===== src/rtl/pow_5_rr_scheduler.sv =====
// pow_5_rr_scheduler: round-robin issue of N requesters onto one fixed-latency pow_5 pipe; `define POW5_SCHED_CHECK_EN adds sticky chk_err
module pow_5_rr_scheduler #(
  parameter int N     = 4,
  parameter int W     = 8,
  parameter int RES_W = 5*W,
  parameter int LAT   = 4
)(
  input  logic             clk,
  input  logic             rst_n,
  input  logic             issue_en,
  input  logic [N-1:0]     req_vld,
  input  logic [N*W-1:0]   req_n,
  output logic [N-1:0]     req_rdy,
  output logic             pipe_n_vld,
  output logic [W-1:0]     pipe_n,
  input  logic             pipe_res_vld,
  input  logic [RES_W-1:0] pipe_res,
  output logic [N-1:0]     rsp_vld,
  output logic [RES_W-1:0] rsp_res,
  output logic             busy
`ifdef POW5_SCHED_CHECK_EN
  ,
  output logic             chk_err
`endif
);
  localparam int IW = N > 1 ? $clog2(N) : 1;
  logic [IW-1:0] ptr, win, cand;
  logic any, grant;
  logic [LAT-1:0] tag_vld;
  logic [IW-1:0] tag_id [LAT];
  // Round-robin search starting just after the last winner, wrapping at N
  always_comb begin
    win = '0;
    cand = '0;
    any = 1'b0;
    for (int k = 1; k <= N; k++) begin
      cand = IW'((int'(ptr) + k) % N);
      if (!any && req_vld[cand]) begin
        win = cand;
        any = 1'b1;
      end
    end
  end
  assign grant      = rst_n & issue_en & any;
  assign req_rdy    = grant ? N'(1) << win : '0;
  assign pipe_n_vld = grant;
  assign pipe_n     = grant ? req_n[win*W +: W] : '0;
  assign busy       = |tag_vld;
  // Pointer remembers the last winner so it gets lowest priority next time
  always_ff @(posedge clk or negedge rst_n)
    if (!rst_n) ptr <= IW'(N-1);
    else if (grant) ptr <= win;
  // Tag valids track ops in flight; reset drops them so no responses follow
  always_ff @(posedge clk or negedge rst_n)
    if (!rst_n) tag_vld <= '0;
    else begin
      tag_vld[0] <= grant;
      for (int k = 1; k < LAT; k++) tag_vld[k] <= tag_vld[k-1];
    end
  // Tag IDs are qualified by the valids, so they need no reset
  always_ff @(posedge clk) begin
    tag_id[0] <= win;
    for (int k = 1; k < LAT; k++) tag_id[k] <= tag_id[k-1];
  end
  // Steer the result that lines up with the oldest tag back to its owner
  always_ff @(posedge clk or negedge rst_n)
    if (!rst_n) begin
      rsp_vld <= '0;
      rsp_res <= '0;
    end else begin
      rsp_vld <= tag_vld[LAT-1] ? N'(1) << tag_id[LAT-1] : '0;
      if (tag_vld[LAT-1]) rsp_res <= pipe_res;
    end
`ifdef POW5_SCHED_CHECK_EN
  // Sticky flag: datapath valid disagreed with the expected tag valid
  always_ff @(posedge clk or negedge rst_n)
    if (!rst_n) chk_err <= 1'b0;
    else if (pipe_res_vld != tag_vld[LAT-1]) chk_err <= 1'b1;
`else
  logic unused_pipe_res_vld;
  assign unused_pipe_res_vld = pipe_res_vld;
`endif
endmodule

===== config.mk =====
export PLATFORM = sky130hd
export DESIGN_NAME = pow_5_rr_scheduler
export DESIGN_NICKNAME = d
export VERILOG_FILES = /design/src/rtl/pow_5_rr_scheduler.sv
export SDC_FILE = /design/constraint.sdc
export NUM_CORES = 1
export LEC_CHECK = 0
export ABC_AREA = 0
export ABC_CLOCK_PERIOD_IN_PS = 2290
export BUFFER_PORTS_ARGS = -buffer_cell sky130_fd_sc_hd__buf_2
export CAP_MARGIN = 20
export CELL_PAD_IN_SITES_DETAIL_PLACEMENT = 1
export CELL_PAD_IN_SITES_GLOBAL_PLACEMENT = 1
export CORE_MARGIN = 3
export CORE_UTILIZATION = 35
export CTS_CLUSTER_DIAMETER = 40
export DETAILED_ROUTE_END_ITERATION = 7
export PLACE_DENSITY = 0.86
export SLEW_MARGIN = 20
export SYNTH_ARGS = -nofsm -noshare
export SYNTH_HDL_FRONTEND = slang
export SYNTH_SLANG_ARGS = --single-unit

===== constraint.sdc =====
create_clock -name clk -period 2.29 [get_ports clk]
set_input_delay 0.229 -clock clk [delete_from_list [all_inputs] [get_ports clk]]
set_output_delay 0.229 -clock clk [all_outputs]
set_load 0.005 [all_outputs]

Word level (Yosys, flattened, before mapping)
Memory sizes are Yosys's and may differ from the RTL's.
Index checks and enable logic that the tools add are counted.
Widths: inputs -> output; s select.
{"block": "totals", "out_inout_bits": 58, "ram_bits": 8, "input_bits": 80, "mem_count": 1, "regBits": 50}
{"block": "op_classes", "n_mux": 19, "shifts": 3, "n_addsub": 4, "bitwise_logic": 2, "magnitude_cmp": 4, "n_reduce_logical": 7}
{"memory": "tag_id", "depth": 4, "width": 2, "read_ports": 4, "rd_clocked_by_memory_dff": 0, "write_ports": 4, "line": "30", "text": "logic [IW-1:0] tag_id [LAT];"}
{"op": "$shiftx 32x6->8", "count": 1}
{"op": "$lt 2x3->1 const B", "count": 4}
{"op": "$bmux 1 s2", "count": 4}
{"op": "$mux 1", "count": 8}
{"op": "$mux 2", "count": 4}
{"op": "$mux 4", "count": 2}
{"op": "$mux 8", "count": 1}
{"op": "$shl 1x2->4 const A", "count": 2}
{"op": "$add 2x1->2 const B", "count": 2}
{"op": "$add 2x2->2 const B", "count": 2}
{"op": "$reduce_or 4->1", "count": 1}
{"op": "$logic_and 1x1->1", "count": 3}
{"op": "$logic_not 1->1", "count": 3}
{"op": "$and 1x1->1", "count": 2}

Longest topological paths before layout
{"block": "depth", "word_depth": 15, "mapped_depth": 6}

Least setup slack after synthesis
Ideal clock, no wire load.
{"block": "synth_timing", "kind": "register to output", "start": "register ptr[0]", "end": "output port pipe_n[1]", "path_buffers": 1, "t_arrival_ns": 1.400, "required_ns": 2.061, "setup_slack_ns": 0.661, "stages_incl_launch_ff": 7, "cell_sequence": "dfstp_2 nand2b_1 a21oi_1 nor3_2 buf_2 mux2i_1 o22ai_2"}
{"block": "synth_via", "elab_chain_len": 15}
{"element": "start: declaration", "line": "27", "text": "logic [IW-1:0] ptr, win, cand;"}
{"element": "start signal: assignment", "line": "51", "text": "if (!rst_n) ptr <= IW'(N-1);"}
{"element": "start signal: assignment", "line": "52", "text": "else if (grant) ptr <= win;"}
{"element": "$add 2x1->2", "line": "37", "text": "cand = IW'((int'(ptr) + k) % N);"}
{"element": "$bmux 1 s2", "line": "38", "text": "if (!any && req_vld[cand]) begin"}
{"element": "$mux 1 (not written as such)", "line": "38"}
{"element": "$mux 1", "line": "38"}
{"element": "$logic_not 1->1", "line": "38"}
{"element": "$logic_and 1x1->1", "line": "38"}
{"element": "$mux 1", "line": "38"}
{"element": "$logic_not 1->1", "line": "38"}
{"element": "$logic_and 1x1->1", "line": "38"}
{"element": "$mux 1", "line": "38"}
{"element": "$logic_not 1->1", "line": "38"}
{"element": "$logic_and 1x1->1", "line": "38"}
{"element": "$mux 2 / $mux 1 (equally long branches)", "line": "38"}
{"element": "$shiftx 32x6->8 / $and 1x1->1 (equally long branches)", "line": "47, 44"}
{"element": "$mux 8 *", "line": "47", "text": "assign pipe_n = grant ? req_n[win*W +: W] : '0;"}
{"element": "end: declaration", "line": "15", "text": "output logic [W-1:0] pipe_n,"}
Every way passes the cells marked *; elsewhere a longest branch is shown, timed or not. The select of a mux whose other input is x is not followed.

Final worst setup path
{"block": "layout_timing", "start": "register ptr[0]", "end": "output port pipe_n[2]"}
Same word-level chain as after synthesis.

==> Implementation_results.wiki <==
{| class="wikitable"
! Metric !! Value
|-
| Initial antenna violation count || 0
|-
| Headroom to the max-slew limit || 57.4%
|-
| Count of hold-fix buffers inserted at cts || 0
|-
| Detailed-route vias per instance || 4.76
|-
| Insertion delay of the later-clocked pin in the worst-skew pair || 0.32 ns
|-
| Critical-path top delay cell || sky130_fd_sc_hd__dfstp_2
|-
| Area Overhead vs Synth || 45.9%
|-
| Post-route worst setup slack || 0.0505 ns
|-
| Number of antenna repair diodes || 0
|-
| Largest voltage drop on the vdd net || 0.355 mV
|-
| Global-route wire length before repair || 9.02 mm
|-
| Clk pin slew, worst setup/hold paths || 0.06 ns
|-
| Psw || 0.746 mW
|-
| Run status || finished, final reports clean
|-
| Post-route antenna net violation count || 0
|-
| Clock buffer depth || 2
|-
| Maximum fanout along the worst path || 10
|-
| Count of nets after finishing || 389
|-
| IO Count || 138
|-
| Max Fclk || 447 MHz
|-
| Worst Reg-to-Reg Cells || 2
|-
| Cell type with the largest total area after synthesis || sky130_fd_sc_hd__dfrtp_1
|-
| Netlist cell types || 25
|-
| Fraction of layout cells with a size suffix above 1 || 70.1%
|-
| Overall routing resource usage || 15.4%
|-
| Cell row count || 29
|-
| Post-synth top area share || 51.0%
|-
| First-pass iteration count of the detailed router || 5
|-
| Pre-CTS setup slack || 0.337 ns
|-
| Aggregate global routing overflow || 0
|-
| Largest cells by area after synthesis || sky130_fd_sc_hd__dfrtp_1 (51%), sky130_fd_sc_hd__mux2_2 (19%), sky130_fd_sc_hd__dfxtp_1 (6.8%), sky130_fd_sc_hd__mux2i_1 (6.8%), sky130_fd_sc_hd__o22ai_2 (3.7%)
|-
| Count of final max-slew check failures || 0
|-
| Internal power of the cells || 2.22 mW
|-
| Dpl hpwl || 4.53 mm
|-
| Type of element launching the critical path || flop
|-
| Levels on crit path || 8
|-
| Arrival time at the worst endpoint || 2.01 ns
|-
| Die Height || 88.0 microns
|-
| Most used cells in the layout excluding fill and tap cells || sky130_fd_sc_hd__buf_2 (136), sky130_fd_sc_hd__dfrtp_1 (47), sky130_fd_sc_hd__mux2_2 (40)
|-
| Switching share of power || 25.1%
|-
| Die width || 88.0 microns
|-
| Via count of the first global-routing pass || 1,959
|-
| Floorplan die area || 0.00775 sq mm
|-
| Starting density of the core || 36.7%
|-
| Average cell area after synthesis || 14.4 sq um
|-
| Leak pwr || 1.74 nW
|-
| Min Tclk post-route || 2.24 ns
|-
| Count of synthesis-stage warnings from yosys || 0
|-
| Combinational share of power || 22.8%
|-
| CP delay by family, top || flip-flops
|-
| Register area share after synthesis || 60.0%
|-
| Fraction of the cycle the final worst path needs || 97.8%
|-
| Total nets after synthesis || 244
|-
| Routed vias || 1,863
|-
| DRC Markers || 0
|-
| Maxcap violations || 0
|-
| CP cell instances || nand2b_1 > a21oi_1 > nor3_4 > buf_4 > buf_12 > mux2i_1 > o22ai_2 > buf_2
|-
| Critical path class || reg2out
|-
| Critical path's largest stage delay || 0.54 ns
|-
| PwrDens || 864 mW/mm^2
|-
| Clock share of power || 34.2%
|-
| Worst setup skew after layout || 0.00543 ns
|-
| Final wirelength || 6.10 mm
|-
| Post-DR wirelength/cell || 15.6 microns
|-
| Number of hold violations in the final report || 0
|-
| Starting DRC count in detailed routing || 29
|-
| Pin count of the biggest net entering global routing || 51
|-
| Cell area after synthesis || 0.00235 sq mm
|-
| Share of power burned in registers || 43.0%
|-
| Synth Instances || 164
|-
| Worst setup EP type || output pin
|-
| Slew @ Worst Pin || 0.638 ns
|-
| Most common cell after layout, fill and taps aside || sky130_fd_sc_hd__buf_2
|-
| CTS tree || built
|-
| Number of H-tree levels || 3
|-
| Cts bufs inserted || 9
|-
| Number of setup violations in the final report || 0
|-
| CTS sink cnt || 58
|-
| Root buffer cell || sky130_fd_sc_hd__clkbuf_8
|-
| Core ar. || 0.00642 sq mm
|-
| Final GP Congestion || 0.763
|-
| Hold/Removal Path Class || in2async
|-
| Port Buffers || 136
|-
| Required time worst endpoint || 2.06 ns
|-
| Worst path bufs/invs || 3
|-
| Flip-flop and latch count after synthesis || 58
|-
| Final total power || 2.97 mW
|}
-- layer usage --
layer	track usage, %	share of wire (%)
met5	0	0
met4	7.01	1.0
met3	4.70	9.2
met2	27.0	49
met1	17.0	41
-- per-stage QoR --
| stage | util (%) | std cells | hold slack [ns] | setup TNS, ns | instance area [sq um] |
|---|---|---|---|---|---|
| detailed placement | 48.6 | 371 | 0.314 | 0 | 3120 |
| global route | 53.5 | 391 | 0.116 | -0.503 | 3430 |
| floorplan | - | 164 | -0.0666 | 0 | 2350 |
| finish | 53.5 | 391 | 0.115 | 0 | 3430 |
| CTS | 52.0 | 387 | 0.103 | 0 | 3340 |
| global placement | 48.6 | 371 | 0.314 | 0 | 3120 |
-- sequential cells by signal, indices dropped and copies added, names as in the netlist --
signal   count
rsp_vld      4
rsp_res     40
tag_vld      4
tag_id       8
ptr          2
-- power by group through the flow --
stage | Sequential [mW] | Combinational, mW | Clock [mW]
2_1_floorplan | 1.29 | 0.306 | 0
6_report | 1.28 | 0.675 | 1.02
3_3_place_gp | 1.28 | 0.580 | 0
3_5_place_dp | 1.30 | 0.603 | 0
5_1_grt | 1.30 | 0.739 | 1.11
4_1_cts | 1.28 | 0.606 | 1.05
-- layout make-up --
cell class                      count  area, sq um
Clock buffer                       11          141
Timing Repair Buffer              143          767
Fill cell                         703         2990
Inverter                            2         7.51
Clock inverter                      5         77.6
Tap cell                           77         96.3
Multi-Input combinational cell     95          930
Sequential cell                    58         1420
-- final timing paths --
| path | startpoint | endpoint | slack (ns) |
|---|---|---|---|
| worst max register to register | tag_vld[3]$_DFF_PN0_ | rsp_res[11]$_DFFE_PN0P_ | 0.73 |
| worst min register to register | tag_id[2][1]$_DFF_P_ | tag_id[3][1]$_DFF_P_ | 0.33 |
| worst max-delay path | ptr[0]$_DFFE_PN1P_ | pipe_n[2] | 0.05 |
| worst min-delay path | rst_n | rsp_res[9]$_DFFE_PN0P_ | 0.12 |
| max in group asynchronous | rst_n | tag_vld[3]$_DFF_PN0_ | 1.74 |
| min in group clk | pipe_res[7] | rsp_res[7]$_DFFE_PN0P_ | 0.14 |
-- cell families (layout without fill, tap and decap cells) --
group	Yosys count	count (layout)	synth area share, %
buffers and inverters	11	161	2.66
AND/OR/NAND/NOR	26	26	6.32
flip-flops	58	58	60.0
AO/OA/AOI/OAI	13	13	5.05
multiplexers	56	56	25.9
-- synth_stat cells, drive strengths merged --
cell and n:
dfrtp 48, mux2 40, mux2i 16, nor2 10, buf 8, dfxtp 8
o22ai 8, nand2b 5, a21oi 4, nor3 3, dfstp 2, inv 2
nand2 2, nor3b 2, and3 1, and3b 1, clkbuf 1, nand3 1
o21ai 1, or4 1
-- repair_timing --
item / in CTS / in global routing
gates resized for setup: 1 / 9
setup buffers: 0 / 2
pin swaps: 0 / 1
cloned: 0 / 2
setup endpoints to repair: 6 / 9
(Power assumes the default switching activity.)
